--- src/rtl/alu_seq.sv ---
// alu_seq -- registered, handshaked ALU with a sticky flag register.
//
// One operation is accepted per valid/ready handshake; the result, err and
// flags are held until the consumer takes them. Non-MUL operations complete
// on the accept edge. MUL runs a shift-add multiplier for WIDTH cycles in BUSY.
//
// Build option: define ALU_MUL_EN to implement MUL (opcode 0x05) and the BUSY
// state. Without it, 0x05 completes in one cycle as an invalid opcode.
//
// Ports:
//   clk, rst_n            clock, synchronous active-low reset
//   in_valid / in_ready   request handshake (opcode, A, B)
//   opcode [7:0]          operation select
//   A, B [WIDTH-1:0]      operands (B is the shift amount for SHL/SHR)
//   out_valid / out_ready result handshake
//   Result [WIDTH-1:0]    registered result
//   err                   completed operation had an invalid opcode
//   Zero, Carry, Negative, Overflow  sticky flag register
module alu_seq #(
  parameter int WIDTH = 8
) (
  input  logic             clk,
  input  logic             rst_n,
  input  logic             in_valid,
  output logic             in_ready,
  input  logic [7:0]       opcode,
  input  logic [WIDTH-1:0] A,
  input  logic [WIDTH-1:0] B,
  output logic             out_valid,
  input  logic             out_ready,
  output logic [WIDTH-1:0] Result,
  output logic             err,
  output logic             Zero,
  output logic             Carry,
  output logic             Negative,
  output logic             Overflow
);

  localparam logic [7:0] OP_AND = 8'h00;
  localparam logic [7:0] OP_OR  = 8'h01;
  localparam logic [7:0] OP_ADD = 8'h02;
  localparam logic [7:0] OP_SUB = 8'h03;
  localparam logic [7:0] OP_XOR = 8'h04;
  localparam logic [7:0] OP_SHL = 8'h06;
  localparam logic [7:0] OP_SHR = 8'h07;
  localparam logic [7:0] OP_ADC = 8'h08;
  localparam logic [WIDTH:0] W_AMT = (WIDTH+1)'(WIDTH);

  typedef enum logic [1:0] {IDLE = 2'd0, BUSY = 2'd1, DONE = 2'd2} state_t;

  typedef struct packed {
    logic [WIDTH-1:0] res;
    logic             err;
    logic             z;
    logic             c;
    logic             n;
    logic             v;
  } alu_t;

  // Two's-complement overflow for addition: same-sign operands, result flips sign.
  function automatic logic add_ovf(input logic signed [WIDTH-1:0] a,
                                   input logic signed [WIDTH-1:0] b,
                                   input logic signed [WIDTH-1:0] s);
    return (a[WIDTH-1] == b[WIDTH-1]) && (s[WIDTH-1] != a[WIDTH-1]);
  endfunction

  // Overflow for subtraction: operands differ in sign, result sign differs from a.
  function automatic logic sub_ovf(input logic signed [WIDTH-1:0] a,
                                   input logic signed [WIDTH-1:0] b,
                                   input logic signed [WIDTH-1:0] s);
    return (a[WIDTH-1] != b[WIDTH-1]) && (s[WIDTH-1] != a[WIDTH-1]);
  endfunction

  // Single-cycle operations. Unknown opcodes (and MUL, which never reaches
  // here when the multiplier is built) give Result=0, err=1.
  function automatic alu_t alu_eval(input logic [7:0]       op,
                                    input logic [WIDTH-1:0] a,
                                    input logic [WIDTH-1:0] b,
                                    input logic             cin);
    alu_t           r;
    logic [WIDTH:0] wide;
    logic           amt_ok;
    r      = '0;
    wide   = '0;
    amt_ok = (b != '0) && ({1'b0, b} <= W_AMT);
    case (op)
      OP_AND: r.res = a & b;
      OP_OR:  r.res = a | b;
      OP_XOR: r.res = a ^ b;
      OP_ADD, OP_ADC: begin
        wide  = {1'b0, a} + {1'b0, b} + {{WIDTH{1'b0}}, (op == OP_ADC) & cin};
        r.res = wide[WIDTH-1:0];
        r.c   = wide[WIDTH];
        r.v   = add_ovf(a, b, wide[WIDTH-1:0]);
      end
      OP_SUB: begin
        wide  = {1'b0, a} - {1'b0, b};
        r.res = wide[WIDTH-1:0];
        r.c   = wide[WIDTH];
        r.v   = sub_ovf(a, b, wide[WIDTH-1:0]);
      end
      OP_SHL: begin
        // the extra top bit catches the last bit shifted out
        if (b == '0) begin
          r.res = a;
        end else if (amt_ok) begin
          wide  = {1'b0, a} << b;
          r.res = wide[WIDTH-1:0];
          r.c   = wide[WIDTH];
        end
      end
      OP_SHR: begin
        if (b == '0) begin
          r.res = a;
        end else if (amt_ok) begin
          wide  = {a, 1'b0} >> b;
          r.res = wide[WIDTH:1];
          r.c   = wide[0];
        end
      end
      default: r.err = 1'b1;
    endcase
    r.z = (r.res == '0);
    r.n = r.res[WIDTH-1];
    return r;
  endfunction

  state_t           state, state_nxt;
  logic [WIDTH-1:0] res_q;
  logic             err_q, z_q, c_q, n_q, v_q;
  logic             accept;
  logic             is_mul;
  alu_t             alu_out;

  assign in_ready  = (state == IDLE);
  assign out_valid = (state == DONE);
  assign accept    = in_valid && in_ready;
  assign Result    = res_q;
  assign err       = err_q;
  assign Zero      = z_q;
  assign Carry     = c_q;
  assign Negative  = n_q;
  assign Overflow  = v_q;

  always_comb alu_out = alu_eval(opcode, A, B, c_q);

`ifdef ALU_MUL_EN
  localparam logic [7:0] OP_MUL = 8'h05;
  localparam int CW = $clog2(WIDTH);
  localparam logic [CW-1:0] LAST = CW'(WIDTH - 1);

  logic [2*WIDTH-1:0] mcand, acc, acc_nxt;
  logic [WIDTH-1:0]   mplier;
  logic [CW-1:0]      cnt;
  logic               mul_last;

  assign is_mul   = (opcode == OP_MUL);
  assign mul_last = (state == BUSY) && (cnt == LAST);

  always_comb acc_nxt = mplier[0] ? (acc + mcand) : acc;

  // Multiplier datapath: one conditional add and shift per BUSY cycle
  always_ff @(posedge clk) begin
    if (accept && is_mul) begin
      mcand  <= {{WIDTH{1'b0}}, A};
      mplier <= B;
      acc    <= '0;
    end else if (state == BUSY) begin
      acc    <= acc_nxt;
      mcand  <= mcand << 1;
      mplier <= mplier >> 1;
    end
  end
`else
  assign is_mul = 1'b0;
`endif

  always_comb begin
    state_nxt = state;
    case (state)
      IDLE: if (in_valid) state_nxt = is_mul ? BUSY : DONE;
`ifdef ALU_MUL_EN
      BUSY: if (mul_last) state_nxt = DONE;
`endif
      DONE: if (out_ready) state_nxt = IDLE;
      default: state_nxt = IDLE;
    endcase
  end

  // Result and flags load only on the edge that enters DONE
  always_ff @(posedge clk) begin
    if (!rst_n) begin
      state <= IDLE;
      res_q <= '0;
      err_q <= 1'b0;
      z_q   <= 1'b0;
      c_q   <= 1'b0;
      n_q   <= 1'b0;
      v_q   <= 1'b0;
`ifdef ALU_MUL_EN
      cnt   <= '0;
`endif
    end else begin
      state <= state_nxt;
      if (accept && !is_mul) begin
        res_q <= alu_out.res;
        err_q <= alu_out.err;
        z_q   <= alu_out.z;
        c_q   <= alu_out.c;
        n_q   <= alu_out.n;
        v_q   <= alu_out.v;
      end
`ifdef ALU_MUL_EN
      if (accept && is_mul) begin
        cnt <= '0;
      end else if (state == BUSY) begin
        cnt <= cnt + 1'b1;
        if (mul_last) begin
          res_q <= acc_nxt[WIDTH-1:0];
          err_q <= 1'b0;
          z_q   <= (acc_nxt[WIDTH-1:0] == '0);
          c_q   <= |acc_nxt[2*WIDTH-1:WIDTH];
          n_q   <= acc_nxt[WIDTH-1];
          v_q   <= 1'b0;
        end
      end
`endif
    end
  end

endmodule

--- config.mk ---
export PLATFORM = sky130hd
export DESIGN_NAME = alu_seq
export DESIGN_NICKNAME = d
export VERILOG_FILES = /design/src/rtl/alu_seq.sv
export SDC_FILE = /design/constraint.sdc
export NUM_CORES = 1
export LEC_CHECK = 0
export CORE_ASPECT_RATIO = 0.6
export CORE_MARGIN = 2
export CORE_UTILIZATION = 59
export CTS_CLUSTER_SIZE = 10
export DETAILED_ROUTE_END_ITERATION = 10
export PLACE_DENSITY = 0.95
export REMOVE_ABC_BUFFERS = 1
export SKIP_LAST_GASP = 1
export SLEW_MARGIN = 10
export SYNTH_ARGS = -nofsm -noshare
export SYNTH_HDL_FRONTEND = slang
export SYNTH_SLANG_ARGS = --single-unit
--- constraint.sdc ---
create_clock -name clk -period 10.71 [get_ports clk]
set_input_delay 2.6775 -clock clk [delete_from_list [all_inputs] [get_ports clk]]
set_output_delay 2.6775 -clock clk [all_outputs]
set_load 0.01 [all_outputs]
# After elaboration in Yosys (flattened, before gate mapping)
# Cells that the tools add are included.
# word_totals
inputBits,28
elab_cells,58
ff_bits,15
output_inout_bits,15
# op_classes
muxes,15
n_reduce_logical,12
n_bitwise,4
add_sub_neg,3
eq_ne,14
magnitude_cmp,1
shift,2
# op_table
op,n
one-hot mux 8 bit (7 select lines),1
two-way mux 8 bit,4
"== test 8 x 3 -> 1 bit, second input constant",3
logical NOT 8 bit,3
"== test 8 x 2 -> 1 bit, second input constant",2
adder 8 x 8 -> 9 bit,1
adder 9 x 1 -> 9 bit,1
left shift 8 x 8 -> 9 bit,1
right shift 9 x 8 -> 9 bit,1
subtractor 8 x 8 -> 9 bit,1
bitwise AND 8 bit,1
"== test 8 x 1 -> 1 bit, second input constant",1
"== test 8 x 4 -> 1 bit, second input constant",1
"less-or-equal comparator 8 x 4 -> 1 bit, second input constant",1
OR 8 bit,1
nonzero test 8 bit,1
OR reduction 8 bit,1
XOR 8 bit,1
two-way mux 1 bit,5
logical AND 1 bit,4
two-way mux 2 bit,2
one-hot mux 1 bit (4 select lines),1
one-hot mux 2 bit (2 select lines),1
!= test 1 bit,3
9 further kinds,9

# Logic depth before layout (Yosys ltp)
# logic_depth
depth_word,6
depth_mapped,14
mapped_depth_nobuf,13

# Worst setup path before layout
# Ideal clock, no wire load.
# synth_timing
path_kind,input -> register
from,input opcode[5]
to,"register z_q, in the netlist Zero"
path_slack_ps,4969
required_ps,10623
cell_stages,12
setup_ps,87
path_buffers,1
arrival_time_ps,5654
path_cell_list,or4_4 -> buf_6 -> nor2_1 -> nand4_1 -> fa_1 -> inv_1 -> fa_1 -> a221o_1 -> a211o_1 -> a2111oi_0 -> nand4_1 -> o31ai_1
# synth_between
elab_chain_cells,5
word_cells_on_any_way,13
classes_between,add/sub: 1; eq/ne: 7; mux: 1; bitwise: 1; reduce/logical: 3
# synth_rtl
element,line_no,rtl
start: declaration,26,"input logic [7:0] opcode,"
== test 8 x 4 -> 1 bit,"86, 91",
bitwise AND 1 bit,91,"wide = {1'b0, a} + {1'b0, b} + {{WIDTH{1'b0}}, (op == OP_ADC) & cin};"
adder 9 x 1 -> 9 bit,91,
one-hot mux 8 bit (7 select lines) (*),86,case (op)
logical NOT 8 bit (*),123,r.z = (r.res == '0);
end signal: assignment,208,z_q <= alu_out.z;
end: declaration,130,"logic err_q, z_q, c_q, n_q, v_q;"
# Mark *: on every way between the ends. The rest lies on a longest branch, timed or not.
# A chain may end at the register's enable or synchronous reset.

# Worst setup path after layout
# Same ends and word-level chain as after synthesis.

==> impl_metrics.py <==
metrics = {
    "placed_design": {
        "place_congestion": 1.05,
        "place.port_buffers": 42,
        "detailed_place_hpwl_mm": 6.89,
        "post-place-ws_ns": 4.33,
        "placed_area_sq_um": 3010,
    },
    "floorplanning": {
        "chipHeight_um": 55.4,
        "ioPinCount": 43,
        "rows": 18,
        "fp.dieW_um": 89.6,
        "coreArea_sq_um": 4170,
        "initial_core_util_pct": 62.3,
        "dieArea_sq_um": 4960,
    },
    "setup_path": {
        "worst-path-buf-inv": 2,
        "cp.required_ns": 10.88,
        "cp_top_family": "compound AO/OA/AOI/OAI gates",
        "cp-start-kind": "input port",
        "slowest_stage": "or4_4",
        "cp_slowest_stage_delay_ns": 0.64,
        "critical_path_class": "input port to register",
        "worstPathArrival_ns": 6.34,
        "cp_max_fo": 10,
        "critPathCaptureType": "register",
        "cp_cell_sequence": "clkdlybuf4s50_1 > or4_4 > nor2_1 > nand4_1 > fa_1 > inv_1 > fa_1 > a221o_1 > a211o_1 > a2111oi_0 > nand4_1 > o31ai_1",
    },
    "clock_tree": {
        "cts_buffer_depth": 2,
        "cts_root_buf": "clkbuf_8",
        "clkLatencyLatePin_ns": 0.25,
        "postCtsHoldBufs": 0,
        "post_cts_resized": 0,
        "postCtsSetupBuffers": 0,
        "clock-sinks": 13,
        "clk_pin_slew_ns": 0.05,
        "numCtsBuffers": 3,
        "htree_levels": 1,
        "cts_tree": "built",
    },
    "route": {
        "avgRoutedWirePerCell_um": 20.1,
        "drtAntennaViolNets": 0,
        "via_count": 3050,
        "drc": 0,
        "vias_per_cell": 6.93,
        "drt_pre_antenna_iters": 7,
        "wl_mm": 8.84,
        "drt_iter0_markers": 457,
    },
    "sta": {
        "setup_viol": 0,
        "whs_ns": 0.486,
        "slew_viol_final": 0,
        "worst_slack_ns": 4.54,
        "period_needed_ns": 6.17,
        "max_slew_margin_pct": 30.9,
        "max_freq_mhz": 162,
        "final.setup.tns_ns": 0,
        "hold_viol": 0,
        "tightestPinTransition_ns": 1.03,
        "skew_ns": 0.00605,
        "min_period_over_period_pct": 57.6,
        "rsz0062_at_grt": "false",
    },
    "cells_and_area": {
        "diodes": 0,
        "syn_to_final_growth_pct": 17.6,
        "design_area_sq_um": 3050,
        "layout.nets": 436,
        "n_fill_cell": 346,
        "drive_above_1_share_pct": 6.05,
    },
    "worst_hold_path": {
        "hold_path.class": "register to register",
    },
    "pwr": {
        "finalPower_w": 0.000210,
        "ir_drop_uv": 54.3,
        "p_leak_nw": 1.21,
        "power_density_nw_per_um2": 68.8,
    },
    "grt": {
        "grt_max_degree": 31,
        "grt_pass1_wl_mm": 13.9,
        "grt.total_usage_pct": 36.2,
        "grt_pass1_vias": 2678,
        "grt_antenna_before_repair": 0,
        "grt_overflow": 0,
    },
    "synth": {
        "ys.flop_type": "dfxtp_1",
        "ys_async_sr_fraction_pct": 0,
        "synth_edf_count": 0,
        "syn_inst": 356,
        "synth-seq-cells": 13,
        "synth-warning-count": 0,
        "ys_seq_area_share_pct": 10.0,
        "syn_area_sq_um": 2600,
        "synth.distinct_cells": 61,
        "avgSynthCellArea_sq_um": 7.29,
    },
    "run_status": {
        "status": "finished clean",
    },
    "job": {
        "cap_violations": 0,
    },
}
cell families (layout without fill, tap and decap cells):
kind of cell,Yosys count,after routing,share of synthesized area [%]
xor gates and xnor gates,6,6,2.02
muxes,23,23,10.0
buffers and inverters,54,78,8.53
DFF,13,13,10.0
AOI/OAI and AO/OA,102,102,28.1
and+or+nand+nor,131,131,27.4
adders and majority gates,27,27,13.9
metal layers:
| metal | vias up | part of all wire, % | track usage, % |
|---|---|---|---|
| met5 | - | 0 | 0 |
| met4 | 0 | 1.3 | 6.82 |
| met3 | 17 | 15 | 11.8 |
| met2 | 223 | 39 | 45.8 |
| met1 | 1419 | 45 | 58.2 |
| li1 | 1391 | - | - |
report_power, final:
group | switching (W) | internal, W | total (W)
registers | 0.00000185 | 0.0000517 | 0.0000535
clock network | 0.0000192 | 0.0000264 | 0.0000456
logic | 0.0000641 | 0.0000470 | 0.000111
total | 0.0000851 | 0.000125 | 0.000210
metrics by stage:
stage	util, %	std cells
5_1_grt	73.3	440
3_3_place_gp	72.2	436
2_1_floorplan	-	329
4_1_cts	73.3	440
3_5_place_dp	72.2	436
6_report	73.3	440
synth_stat cells, drive strengths merged, types with 3 or more instances:
master | number | share of area, %
a211oi | 10 | 3.1
a21oi | 22 | 4.2
a221o | 3 | 1.2
a221oi | 3 | 1.0
a22oi | 3 | 0.87
a311oi | 4 | 1.3
a31oi | 8 | 1.9
and2 | 3 | 0.72
and3 | 7 | 1.7
and4 | 3 | 1.0
buf | 10 | 2.2
clkbuf | 17 | 2.5
dfxtp | 13 | 10
fa | 3 | 2.3
ha | 24 | 12
inv | 25 | 3.6
mux2 | 4 | 1.7
mux2i | 17 | 6.6
nand2 | 22 | 3.2
nand2b | 6 | 1.4
nand3 | 14 | 2.7
nand3b | 5 | 1.4
nand4 | 9 | 2.2
nor2 | 24 | 3.5
nor2b | 5 | 1.2
nor3 | 19 | 3.7
nor4 | 7 | 2.5
o21a | 3 | 0.87
o21ai | 9 | 1.7
o221ai | 4 | 1.3
o22ai | 4 | 0.96
o311ai | 3 | 1.0
o31ai | 5 | 1.4
or3 | 3 | 0.72
xnor2 | 6 | 2.0
sequential cells by signal, summed over array words and instances (netlist names):
| name | cells |
|---|---|
| Carry | 1 |
| Overflow | 1 |
| Result | 8 |
| Zero | 1 |
| err | 1 |
| state | 1 |
area by class of cell:
| class | count | area (sq um) | area share (%) |
|---|---|---|---|
| Multi-Input combinational cell | 289 | 2110 | 69.2 |
| Timing Repair Buffer | 47 | 458 | 15.0 |
| Tap cell | 60 | 75.1 | 2.46 |
| Clock buffer | 4 | 45.0 | 1.47 |
| Inverter | 27 | 101 | 3.32 |
| Sequential cell | 13 | 260 | 8.52 |
path summary, 6_finish.rpt:
path	start	to	slack, ns	cells after the start
setup / recovery	opcode[5]	Zero$_SDFFE_PN0P_	4.54	12
hold / removal	Zero$_SDFFE_PN0P_	Zero$_SDFFE_PN0P_	0.49	2
setup reg to reg	Carry$_SDFFE_PN0P_	Zero$_SDFFE_PN0P_	7.82	9
hold reg to reg	Zero$_SDFFE_PN0P_	Zero$_SDFFE_PN0P_	0.49	2
tightest hold or removal path, cell delays in order (launching register included):
cell and delay (ns):
dfxtp_1 0.32, nand3_1 0.07, o31ai_1 0.06
layout by cell type (no fill, tap or decap), types with 4 or more instances in the layout:
master,instances
clkdlybuf4s50_1,42
inv_1,25
nor2_1,24
ha_1,24
nand2_1,22
a21oi_1,22
nor3_1,19
mux2i_1,17
nand3_1,14
dfxtp_1,13
nand4_1,9
o21ai_0,9
a211oi_1,9
a31oi_1,8
and3_1,7
xnor2_1,6
nand2b_1,6
nor2b_1,5
nor4_1,5
nand3b_1,5
o31ai_1,5
buf_4,5
mux2_2,4
o221ai_1,4
a311oi_1,4
o22ai_1,4
(Power assumes the default switching activity.)
